[config.mk]
export PLATFORM = sky130hd
export DESIGN_NAME = bus_arbiter
export DESIGN_NICKNAME = d
export VERILOG_FILES = /design/src/rtl/bus_arbiter.sv
export SDC_FILE = /design/constraint.sdc
export NUM_CORES = 1
export LEC_CHECK = 0
export BUFFER_PORTS_ARGS = -buffer_cell sky130_fd_sc_hd__clkbuf_2
export CORE_MARGIN = 8
export CORE_UTILIZATION = 46
export CTS_BUF_LIST = sky130_fd_sc_hd__clkbuf_16
export CTS_CLUSTER_SIZE = 25
export DETAILED_ROUTE_END_ITERATION = 8
export GPL_TIMING_DRIVEN = 0
export PLACE_DENSITY = 0.81
export SYNTH_ARGS = -nofsm -noshare
export SYNTH_HDL_FRONTEND = slang
export SYNTH_SLANG_ARGS = --single-unit
[constraint.sdc]
create_clock -name i_clk -period 5.7 [get_ports i_clk]
set_clock_uncertainty 0.2 [all_clocks]
set_input_delay 0.57 -clock i_clk [delete_from_list [all_inputs] [get_ports i_clk]]
set_output_delay 0.57 -clock i_clk [all_outputs]
set_load 0.05 [all_outputs]
[src/rtl/bus_arbiter.sv]
// Two-master, one-slave arbiter for the start/done memory bus: round-robin
// on ties, registered grant and slave request, and a watchdog that aborts hung transfers.
module bus_arbiter #(
  parameter int                ADDR_W    = 27,
  parameter int                DATA_W    = 32,
  parameter int                TIMEOUT   = 1023,
  parameter logic [DATA_W-1:0] TIMEOUT_Q = 32'hDEADBEEF
) (
  input  logic              i_clk,
  input  logic              i_reset,
  // master 0 (CPU)
  input  logic              m0_start,
  input  logic              m0_we,
  input  logic [ADDR_W-1:0] m0_addr,
  input  logic [DATA_W-1:0] m0_data,
  output logic              m0_done,
  output logic [DATA_W-1:0] m0_q,
  // master 1 (DMA / loader)
  input  logic              m1_start,
  input  logic              m1_we,
  input  logic [ADDR_W-1:0] m1_addr,
  input  logic [DATA_W-1:0] m1_data,
  output logic              m1_done,
  output logic [DATA_W-1:0] m1_q,
  // slave port
  output logic              s_start,
  output logic              s_we,
  output logic [ADDR_W-1:0] s_addr,
  output logic [DATA_W-1:0] s_data,
  input  logic              s_done,
  input  logic [DATA_W-1:0] s_q,
  // status
  output logic [1:0]        o_grant,
  output logic              o_timeout,
  output logic              dbg_state
);

  // Handshake: a master request is mk_start held high until its one-cycle mk_done;
  // the slave sees s_start held high with stable s_* until it pulses s_done.

  localparam int CW = (TIMEOUT < 2) ? 1 : $clog2(TIMEOUT);
  localparam logic [CW-1:0] TMAX = (TIMEOUT > 0) ? CW'(TIMEOUT - 1) : '0;

  typedef enum logic {
    IDLE = 1'b0,
    BUSY = 1'b1
  } state_t;

  state_t            state, state_n;
  logic              last, last_n;
  logic [CW-1:0]     cnt, cnt_n;
  logic              s_start_n, s_we_n;
  logic [ADDR_W-1:0] s_addr_n;
  logic [DATA_W-1:0] s_data_n;
  logic [1:0]        grant_n;
  logic              m0_done_n, m1_done_n, timeout_n;
  logic [DATA_W-1:0] m0_q_n, m1_q_n;
  logic              elig0, elig1, pick1, expired;
  logic [DATA_W-1:0] ret_q;

  assign dbg_state = (state == BUSY);

  always_comb begin
    // A master whose done is high this cycle is excluded so a held start
    // cannot win the slot twice in a row.
    elig0   = m0_start & ~m0_done;
    elig1   = m1_start & ~m1_done;
    pick1   = elig1 & (~elig0 | ~last);
    expired = (TIMEOUT != 0) && (cnt == TMAX);
    ret_q   = s_done ? s_q : TIMEOUT_Q;

    state_n   = state;
    last_n    = last;
    cnt_n     = cnt;
    s_start_n = s_start;
    s_we_n    = s_we;
    s_addr_n  = s_addr;
    s_data_n  = s_data;
    grant_n   = o_grant;
    m0_done_n = 1'b0;
    m1_done_n = 1'b0;
    m0_q_n    = '0;
    m1_q_n    = '0;
    timeout_n = 1'b0;

    case (state)
      IDLE: begin
        if (elig0 | elig1) begin
          state_n   = BUSY;
          last_n    = pick1;
          grant_n   = pick1 ? 2'b10 : 2'b01;
          s_start_n = 1'b1;
          cnt_n     = '0;
          s_we_n    = pick1 ? m1_we   : m0_we;
          s_addr_n  = pick1 ? m1_addr : m0_addr;
          s_data_n  = pick1 ? m1_data : m0_data;
        end
      end
      BUSY: begin
        if (s_done || expired) begin
          // s_done takes priority over an expiry in the same cycle.
          state_n   = IDLE;
          s_start_n = 1'b0;
          grant_n   = 2'b00;
          timeout_n = ~s_done;
          if (o_grant[1]) begin
            m1_done_n = 1'b1;
            m1_q_n    = ret_q;
          end else begin
            m0_done_n = 1'b1;
            m0_q_n    = ret_q;
          end
        end else begin
          cnt_n = cnt + CW'(1);
        end
      end
      default: state_n = IDLE;
    endcase
  end

  always_ff @(posedge i_clk or posedge i_reset) begin
    if (i_reset) begin
      state     <= IDLE;
      last      <= 1'b1;
      cnt       <= '0;
      s_start   <= 1'b0;
      s_we      <= 1'b0;
      s_addr    <= '0;
      s_data    <= '0;
      o_grant   <= 2'b00;
      m0_done   <= 1'b0;
      m1_done   <= 1'b0;
      m0_q      <= '0;
      m1_q      <= '0;
      o_timeout <= 1'b0;
    end else begin
      state     <= state_n;
      last      <= last_n;
      cnt       <= cnt_n;
      s_start   <= s_start_n;
      s_we      <= s_we_n;
      s_addr    <= s_addr_n;
      s_data    <= s_data_n;
      o_grant   <= grant_n;
      m0_done   <= m0_done_n;
      m1_done   <= m1_done_n;
      m0_q      <= m0_q_n;
      m1_q      <= m1_q_n;
      o_timeout <= timeout_n;
    end
  end

endmodule

==> flow_summary_export.csv, run 1 <==
group,metric,value,unit
clock_network,cts_tree,"yes",
global_route,track_usage,0.212,
yosys,synthDistinctLibCells,35,
pwr,peakVddDrop,0.418,mV
detailed_routing,drcViolationCount,0,
timing,maxSlewHeadroom,0.588,
global_route,grt.overflow.total,0,
critical_path,worst-r2r-cell-count,6,
detailed_routing,drtIter0Drc,214,
yosys,syn_area_per_cell,11.0,µm²
detailed_routing,num_vias,4837,
yosys,synth_xor_area_frac,0,
critical_path,r2r_slack,3.54,ns
timing,rsz0062_at_grt,"no",
global_route,antenna_found_initial,1,
timing,setup_viol,0,
clock_network,path_clk_slew,0.06,ns
global_route,grt_max_degree,76,
timing,period_share,0.379,
critical_path,worst_setup_path_end_kind,"register",
cells_and_area,fill_cells,998,
yosys,yosysWarnings,0,
yosys,synth_top_area_share,0.619,
detailed_routing,routed_via_density,4.82,
clock_network,clkSinkCount,142,
pwr,p_per_area,605,nW/µm²
yosys,synth_edf_count,0,
clock_network,clockBufferDepth,2,
placement,dp_cells,972,
cells_and_area,diodes,0,
critical_path,cp.arrival,2.28,ns
die,die_h,127,µm
clock_network,holdBufCountCts,0,
detailed_routing,ant_nets,0,
die,die_w,127,µm
yosys,synth-simple-area-share,0.143,
clock_network,cts_buffers,17,
pwr,leakagePower,4.56,nW
clock_network,cts_resized,0,
yosys,synth_compound_area_frac,0.0733,
clock_network,worstSkewPairLatency,0.41,ns
die,start_util,0.472,
die,std_cell_rows,40,
cells_and_area,final_cells,1003,
yosys,ys_async_sr_fraction,1.00,
detailed_routing,avgRoutedWirePerCell,17.0,µm
yosys,syn_inst,516,
critical_path,critPathMaxFanout,10,
timing,max_freq,463,MHz
yosys,synth_seq_cells,142,
timing,final-hold-violation-count,0,
timing,setup-tns-final,0,ns
detailed_routing,drt-total-wl,17100,µm
yosys,synthTopCellsByArea,"dfrtp_1, mux2i_1, nor2_1",
critical_path,r2r-end,"s_addr[17]",
global_route,grt_pass1_vias,5029,
yosys,synthesis.area,5700,µm²
placement,gp_congestion,0.829,
yosys,yosysSeqAreaShare,0.624,
placement,port_buffers,287,
cells_and_area,drive_above_1_share,0.412,
timing,tightestPinTransition,0.617,ns
die,coreArea,12100,µm²
critical_path,required,5.82,ns
run_status,status,"complete, no violations",
run,drv_cap,0,
yosys,synth_fa_ha_area_frac,0.00439,
yosys,synth_top_family_by_area,"simple AND/OR/NAND/NOR gates",
yosys,synthFlopType,"dfrtp_1",
timing,fin_crit,2.16,ns
yosys,synth_commonest_cells,"dfrtp_1, nor2_1, nand2_1",
die,die-area,16200,µm²
clock_network,post-cts-setup-buffer-count,0,
critical_path,rr_startpoint,"m0_done",
timing,final-max-slew-violation-count,0,
critical_path,critPathKind,"reg -> reg",
placement,place_hpwl,13500,µm
clock_network,h-tree-depth,4,
yosys,synth_most_common_cell,"dfrtp_1",
cells_and_area,area_growth,39.2,%
yosys,muxShareOfSynthArea,0.122,
critical_path,critPathLaunchType,"register",
cells_and_area,fin_nets,982,
hold_path,hold_class,"in -> async",
yosys,synth.largest_area_cell,"dfrtp_1",
die,io_pins,288,
yosys,postSynthNetCount,675,
global_route,grt_pass1_wl,26800,µm
clock_network,root_buffer,"clkbuf_16",
detailed_routing,first_pass_iters,5,
-- state kept, by name, indices dropped and copies added (netlist names) --
register   count
m0_done        1
m1_done        1
s_addr        27
s_data        32
m1_q          32
s_we           1
dbg_state      1
o_grant        2
o_timeout      1
last           1
s_start        1
m0_q          32
cnt           10
-- per-layer routing --
layer  vias up  GRT usage  part of all wire
met5         -          0           0.00064
met2       194      0.371              0.52
li1       2330          -                 -
met3        37     0.0645             0.075
met4         2     0.0917             0.028
met1      2274      0.235              0.38
-- critical path: stages, from the launching register on --
cell	delay (ns)
dfrtp_1	0.35
nand2b_1	0.17
a21o_1	0.38
buf_2	0.37
clkbuf_1	0.42
nand2_1	0.11
o21ai_0	0.08
-- cell usage in the layout, fill, tap and decap left out, types with 3 or more instances in the layout --
master	n
and2_1	3
buf_2	6
buf_4	6
buf_6	3
clkbuf_1	14
clkbuf_16	17
clkbuf_2	287
dfrtp_1	141
inv_1	6
inv_2	3
mux2i_1	68
nand2_1	79
nand2b_1	3
nand3_1	6
nand4_1	3
nor2_1	92
o21ai_0	53
o21ai_1	10
-- how the worst max path moves through the flow --
| stage | startpoint | endpoint | slack (ns) | cells after the start |
|---|---|---|---|---|
| 3_3_place_gp | i_reset | s_data[22] | -0.31 | 2 |
| 4_1_cts | m0_done | s_addr[17] | 3.49 | 6 |
| 5_1_grt | m1_done | s_data[23] | 3.30 | 6 |
| 6_report | m0_done | s_addr[17] | 3.54 | 6 |
| 2_1_floorplan | i_reset | cnt[0] | 1.12 | 1 |
| 3_5_place_dp | m0_start | s_addr[21] | 3.23 | 7 |
-- final cells by class --
cell class / instances / area [µm²] / area share
sequential: 142 / 3550 / 0.448
multi-input combinational: 337 / 1950 / 0.246
timing repair buffer: 288 / 1460 / 0.185
clock buffer: 17 / 425 / 0.0536
tap: 168 / 210 / 0.0265
buffer: 30 / 165 / 0.0208
clock inverter: 14 / 130 / 0.0164
inverter: 7 / 31.3 / 0.00394
-- kinds of logic (layout without fill, tap and decap cells) --
kind of cell	count (synthesis)	after routing
and+or+nand+nor	194	194
DFF	142	142
AOI/OAI and AO/OA	72	72
muxes	69	69
buffers and inverters	37	356
adders and majority gates	2	2
-- report_power, final --
part	total (W)	switching (W)	internal, W
clock network	0.00103	0.000397	0.000633
logic	0.00228	0.00177	0.000508
registers	0.00149	0.000154	0.00133
-- stage by stage --
step                utilization  total power (W)  setup WS, ns  hold slack (ns)  instance area, µm²
finish                    0.658          0.00480          3.54           0.0396                7930
global route              0.658          0.00504          3.30           0.0910                7930
CTS                       0.658          0.00484          3.49           0.0553                7930
detailed placement        0.612          0.00381          3.23            0.269                7380
global placement          0.609          0.00376        -0.305            0.262                7340
floorplan                     -          0.00317          1.12            0.266                5700
Note: power is estimated with default switching activity, not from simulation.
==> run 2: changes to the inputs <==
clock period = 2 ns   (was 5.7 ns; I/O delays follow)
==> run 2 against run 1 <==
First-iteration DRC count rose to 2.9 times the previous value. Sequential share of layout area down 8.1 points. Via count up 26%. Power rose to 3.1 times the previous value. Critical path depth unchanged. Routed wire length up 44%. Highest routed layer is now met4.
==> flow_summary_export.csv, run 2 (synthesis gave the netlist of run 1 again) <==
group,metric,value,unit
cells_and_area,drive_above_1_share,0.368,
pwr,p_switching,0.00723,W
global_route,track_usage,0.298,
critical_path,cp.arrival,2.04,ns
timing,final-max-slew-violation-count,0,
detailed_routing,num_vias,6084,
hold_path,hold_class,"in -> reg",
die,die_h,127,µm
placement,place_area,7410,µm²
cells_and_area,post-route-cell-area,9670,µm²
detailed_routing,drcViolationCount,0,
critical_path,critPathLaunchType,"register",
timing,max_freq,508,MHz
critical_path,crit_chain,"inv_1 > o21bai_1 > buf_4 > buf_6 > mux2i_1 > o21ai_0",
critical_path,critPathMaxStageDelay,0.51,ns
clock_network,clkSinkCount,142,
run,drv_cap,0,
detailed_routing,first_pass_iters,5,
cells_and_area,layout_commonest_cell,"clkbuf_2",
placement,gp_congestion,0.837,
pwr,power_frac_comb,0.485,
global_route,grt.overflow.total,0,
clock_network,cts_tree,"yes",
cells_and_area,fill_cells,672,
cells_and_area,layout_common_cells,"clkbuf_2, dlygate4sd3_1, dfrtp_1, nor2_1, nand2_1",
placement,dp_slack,-0.142,ns
detailed_routing,drtIter0Drc,614,
detailed_routing,routed_via_density,5.20,
timing,final-hold-violation-count,0,
cells_and_area,area_growth,69.8,%
pwr,pwr-share-clk,0.219,
timing,fin_crit,1.97,ns
die,start_util,0.472,
timing,tightestPinTransition,0.695,ns
timing,setup_viol,0,
pwr,leakagePower,5.27,nW
clock_network,h-tree-depth,4,
global_route,grt_max_degree,44,
critical_path,required,2.07,ns
die,die_w,127,µm
cells_and_area,fin_nets,1142,
timing,timing.final.ws_setup,0.0309,ns
cells_and_area,reg_top3,"m0_q (32), m1_q (32), s_data (32)",
critical_path,worst_setup_path_end_kind,"register",
critical_path,cpMaxStageDelayCell,"dfstp_2",
pwr,peakVddDrop,1.11,mV
placement,port_buffers,287,
timing,rsz0062_at_grt,"yes",
clock_network,clockBufferDepth,2,
detailed_routing,drt-total-wl,24600,µm
critical_path,critPathMaxFanout,10,
critical_path,critPathKind,"reg -> reg",
die,std_cell_rows,40,
clock_network,root_buffer,"clkbuf_16",
detailed_routing,ant_nets,0,
placement,dp_cells,974,
clock_network,path_clk_slew,0.07,ns
die,io_pins,288,
timing,hold_slack,0.000390,ns
pwr,p_per_area,1520,nW/µm²
clock_network,cts_buffers,17,
global_route,antenna_found_initial,5,
timing,setup-tns-final,0,ns
cells_and_area,final_cells,1171,
detailed_routing,avgRoutedWirePerCell,21.0,µm
die,die-area,16200,µm²
clock_network,worstSkewPairLatency,0.42,ns
pwr,seqPwrFrac,0.296,
placement,place_hpwl,13900,µm
pwr,p_int,0.00751,W
die,coreArea,12100,µm²
global_route,grt_pass1_wl,36900,µm
pwr,swShare,0.491,
timing,maxSlewHeadroom,0.536,
timing,period_share,0.985,
run_status,status,"complete, no violations",
global_route,grt_pass1_vias,6611,
## run 2: cell types whose count changed in the layout (fill, tap and decap cells not counted), sizes merged
cell | previous run | this run
clkinvlp | 2 | 3
clkbuf | 318 | 315
bufinv | 2 | 3
buf | 17 | 27
inv | 11 | 9
dlygate4sd3 | 0 | 153
clkinv | 6 | 7
diode | 0 | 7
## run 2: timing repair
action,4_1_cts,5_1_grt
endpoints found under the setup margin,65,63
buffers inserted,1,5
pin swaps,1,3
hold buffers,153,0
endpoints found under the hold margin,152,0
gates resized for setup,9,22
## run 2: area by class of cell
type,count,area [µm²],area share
Timing Repair Buffer,448,3070,0.317
Clock inverter,15,169,0.0175
Multi-Input combinational cell,337,2010,0.207
Inverter,7,30.0,0.00310
Tap cell,168,210,0.0217
Buffer,30,194,0.0200
Antenna cell,7,17.5,0.00181
Sequential cell,142,3550,0.367
Clock buffer,17,425,0.0440
## run 2: power groups by stage
| stage | combinational, W | clock, W | sequential, W |
|---|---|---|---|
| 2_1_floorplan | 0.00163 | 0 | 0.00741 |
| 3_3_place_gp | 0.00649 | 0 | 0.00424 |
| 3_5_place_dp | 0.00660 | 0 | 0.00429 |
| 4_1_cts | 0.00687 | 0.00320 | 0.00425 |
| 5_1_grt | 0.00748 | 0.00336 | 0.00443 |
| 6_report | 0.00715 | 0.00323 | 0.00436 |
## run 2: critical path: cells and delay by family, from the launching register on
family | cells | cell delay, ns
buffers and inverters | 3 | 0.52
AO/OA/AOI/OAI | 2 | 0.27
flip-flops | 1 | 0.51
multiplexers | 1 | 0.30
## run 2: per-layer routing
| layer | up-vias | wire, µm | global-route usage |
|---|---|---|---|
| met5 | - | 0 | 0 |
| met3 | 96 | 1870 | 0.0774 |
| met2 | 375 | 13000 | 0.527 |
| met4 | 0 | 1230 | 0.204 |
| met1 | 2960 | 8490 | 0.304 |
| li1 | 2653 | - | - |
## run 2: path summary, 6_finish.rpt
kind,start,slack [ns],cells after the start,to
worst max-delay path,last,0.03,6,s_addr[13]
worst min-delay path,s_done,0.0004,3,m0_q[2]
worst max register to register,last,0.03,6,s_addr[13]
worst min register to register,s_addr[14],0.28,2,s_addr[14]
max in group asynchronous,i_reset,0.46,5,s_addr[18]
min in group asynchronous,i_reset,0.25,3,m0_q[10]
## run 2: through the flow
step | power, W | utilization
global route | 0.0153 | 0.802
CTS | 0.0143 | 0.792
global placement | 0.0107 | 0.609
floorplan | 0.00903 | -
finish | 0.0147 | 0.802
detailed placement | 0.0109 | 0.614
==> run 3: changes to the inputs <==
PLACE_DENSITY = 0.78   (was 0.81)
==> run 3 against run 2 <==
Fmax is 4.5% lower. The flow now finishes with violations (setup timing). Cell count about the same. Critical endpoint is now s_addr[20]. Critical path type unchanged. Via count grew 4.1%. Setup slack worse by 0.092 ns. First-iteration DRC count decreased by 1.5%.
==> flow_summary_export.csv, run 3 (synthesis gave the netlist of run 1 again) <==
group,metric,value,unit
die,start_util,0.472,
detailed_routing,routed_via_density,5.41,
placement,gp_congestion,0.887,
die,die_h,127,µm
clock_network,clkSinkCount,142,
hold_path,hold_class,"in -> async",
pwr,peakVddDrop,1.36,mV
global_route,grt_pass1_vias,6764,
global_route,track_usage,0.301,
cells_and_area,fill_cells,654,
clock_network,h-tree-depth,4,
pwr,p_per_area,1530,nW/µm²
detailed_routing,ant_nets,0,
cells_and_area,reg_top3,"m0_q (32), m1_q (32), s_data (32)",
placement,place_area,7410,µm²
global_route,antenna_found_initial,4,
critical_path,crit_top_cell,"buf_6",
cells_and_area,layout_common_cells,"clkbuf_2, dlygate4sd3_1, dfrtp_1, nor2_1, nand2_1",
clock_network,cts_buffers,17,
timing,timing.final.ws_setup,-0.0615,ns
cells_and_area,layout_commonest_cell,"clkbuf_2",
critical_path,critPathMaxStageDelay,0.53,ns
cells_and_area,post-route-cell-area,9710,µm²
die,io_pins,288,
global_route,grt_pass1_wl,37100,µm
timing,hold_slack,0.123,ns
global_route,grt.overflow.total,0,
timing,final-max-slew-violation-count,0,
detailed_routing,avgRoutedWirePerCell,21.7,µm
timing,setup_viol,2,
clock_network,path_clk_slew,0.07,ns
critical_path,cp.arrival,2.12,ns
run_status,violations,"setup timing",
critical_path,rr_startpoint,"last",
detailed_routing,num_vias,6331,
run_status,status,"finished, violations left",
global_route,grt_max_degree,45,
die,coreArea,12100,µm²
critical_path,critPathKind,"reg -> reg",
clock_network,root_buffer,"clkbuf_16",
clock_network,worstSkewPairLatency,0.43,ns
pwr,leakagePower,5.28,nW
critical_path,crit_chain,"inv_1 > o21bai_1 > buf_6 > buf_6 > mux2i_1 > o21ai_0",
timing,final-hold-violation-count,0,
run,drv_cap,0,
placement,place_hpwl,14200,µm
critical_path,worst_setup_path_end_kind,"register",
detailed_routing,drt-total-wl,25400,µm
timing,period_share,1.03,
die,std_cell_rows,40,
die,die_w,127,µm
die,die-area,16200,µm²
critical_path,critPathLaunchType,"register",
clock_network,cts_tree,"yes",
detailed_routing,drcViolationCount,0,
timing,maxSlewHeadroom,0.633,
cells_and_area,area_growth,70.4,%
detailed_routing,first_pass_iters,6,
critical_path,crit_path_start,"last",
placement,port_buffers,287,
clock_network,clockBufferDepth,2,
critical_path,required,2.06,ns
cells_and_area,fin_nets,1144,
cells_and_area,finish.utilization,0.805,
detailed_routing,drtIter0Drc,605,
timing,fin_crit,2.06,ns
critical_path,path_buf_inv,3,
critical_path,critPathMaxFanout,10,
timing,tightestPinTransition,0.550,ns
critical_path,cpMaxStageDelayCell,"dfstp_2",
timing,max_freq,485,MHz
critical_path,cp_top_family,"flip-flops",
cells_and_area,drive_above_1_share,0.371,
[run 3: changes by cell type in the layout (fill, tap and decap cells not counted), sizes merged, moves of 2 or more]
cell / change
buf: -2
clkbuf: +3
clkinv: -3
diode: -3
inv: +3
[run 3: per-stage QoR]
step                TNS [ns]  worst slack (ns)  instances  total power, W
finish                -0.103           -0.0615       1170          0.0148
global route          -0.223            -0.109       1170          0.0153
CTS                        0           0.00164       1161          0.0143
detailed placement     -6.30            -0.162        974          0.0109
global placement     -123.40            -0.874        971          0.0107
floorplan             -24.85            -0.176        516         0.00903
[run 3: worst reg2reg max path, delay by kind of cell, from the launching register on]
kind / cells / cell delay, ns
AO/OA/AOI/OAI: 2 / 0.36
buffers and inverters: 3 / 0.49
flip-flops: 1 / 0.53
multiplexers: 1 / 0.31
[run 3: power breakdown]
part	total [W]	switching, W	leakage (nW)	internal, W
sequential	0.00439	0.000586	1.84	0.00381
combinational	0.00727	0.00549	3.16	0.00178
clock	0.00316	0.00131	0.282	0.00185
[run 3: path summary, 6_finish.rpt]
path | endpoint | slack (ns) | cells after the start
worst max-delay path | s_addr[20] | -0.06 | 6
worst min-delay path | m1_q[16] | 0.12 | 3
worst max register to register | s_addr[20] | -0.06 | 6
worst min register to register | s_addr[2] | 0.29 | 2
max in group asynchronous | last | 0.58 | 5
min in group i_clk | s_start | 0.12 | 5
[run 3: what timing repair did]
item	in CTS	in global routing
pin swaps	1	3
hold buffers	154	0
endpoints found under the hold margin	223	0
buffers inserted	1	5
resized for setup	9	31
cloned	0	0
setup endpoints to repair	71	78
[run 3: layer usage]
layer	vias up	wire length [µm]	GRT usage
met2	498	12900	0.520
li1	2658	-	-
met5	-	0	0
met4	0	1830	0.228
met1	3029	8270	0.301
met3	146	2460	0.0911
[run 3: layout make-up]
class	count	area, µm²	share of cell area
tap	168	210	0.0216
antenna	4	10.0	0.00103
multi-input combinational	337	2020	0.208
sequential	142	3560	0.366
timing repair buffer	450	3080	0.318
inverter	7	30.0	0.00309
buffer	30	215	0.0222
clock buffer	17	425	0.0438
clock inverter	15	163	0.0168
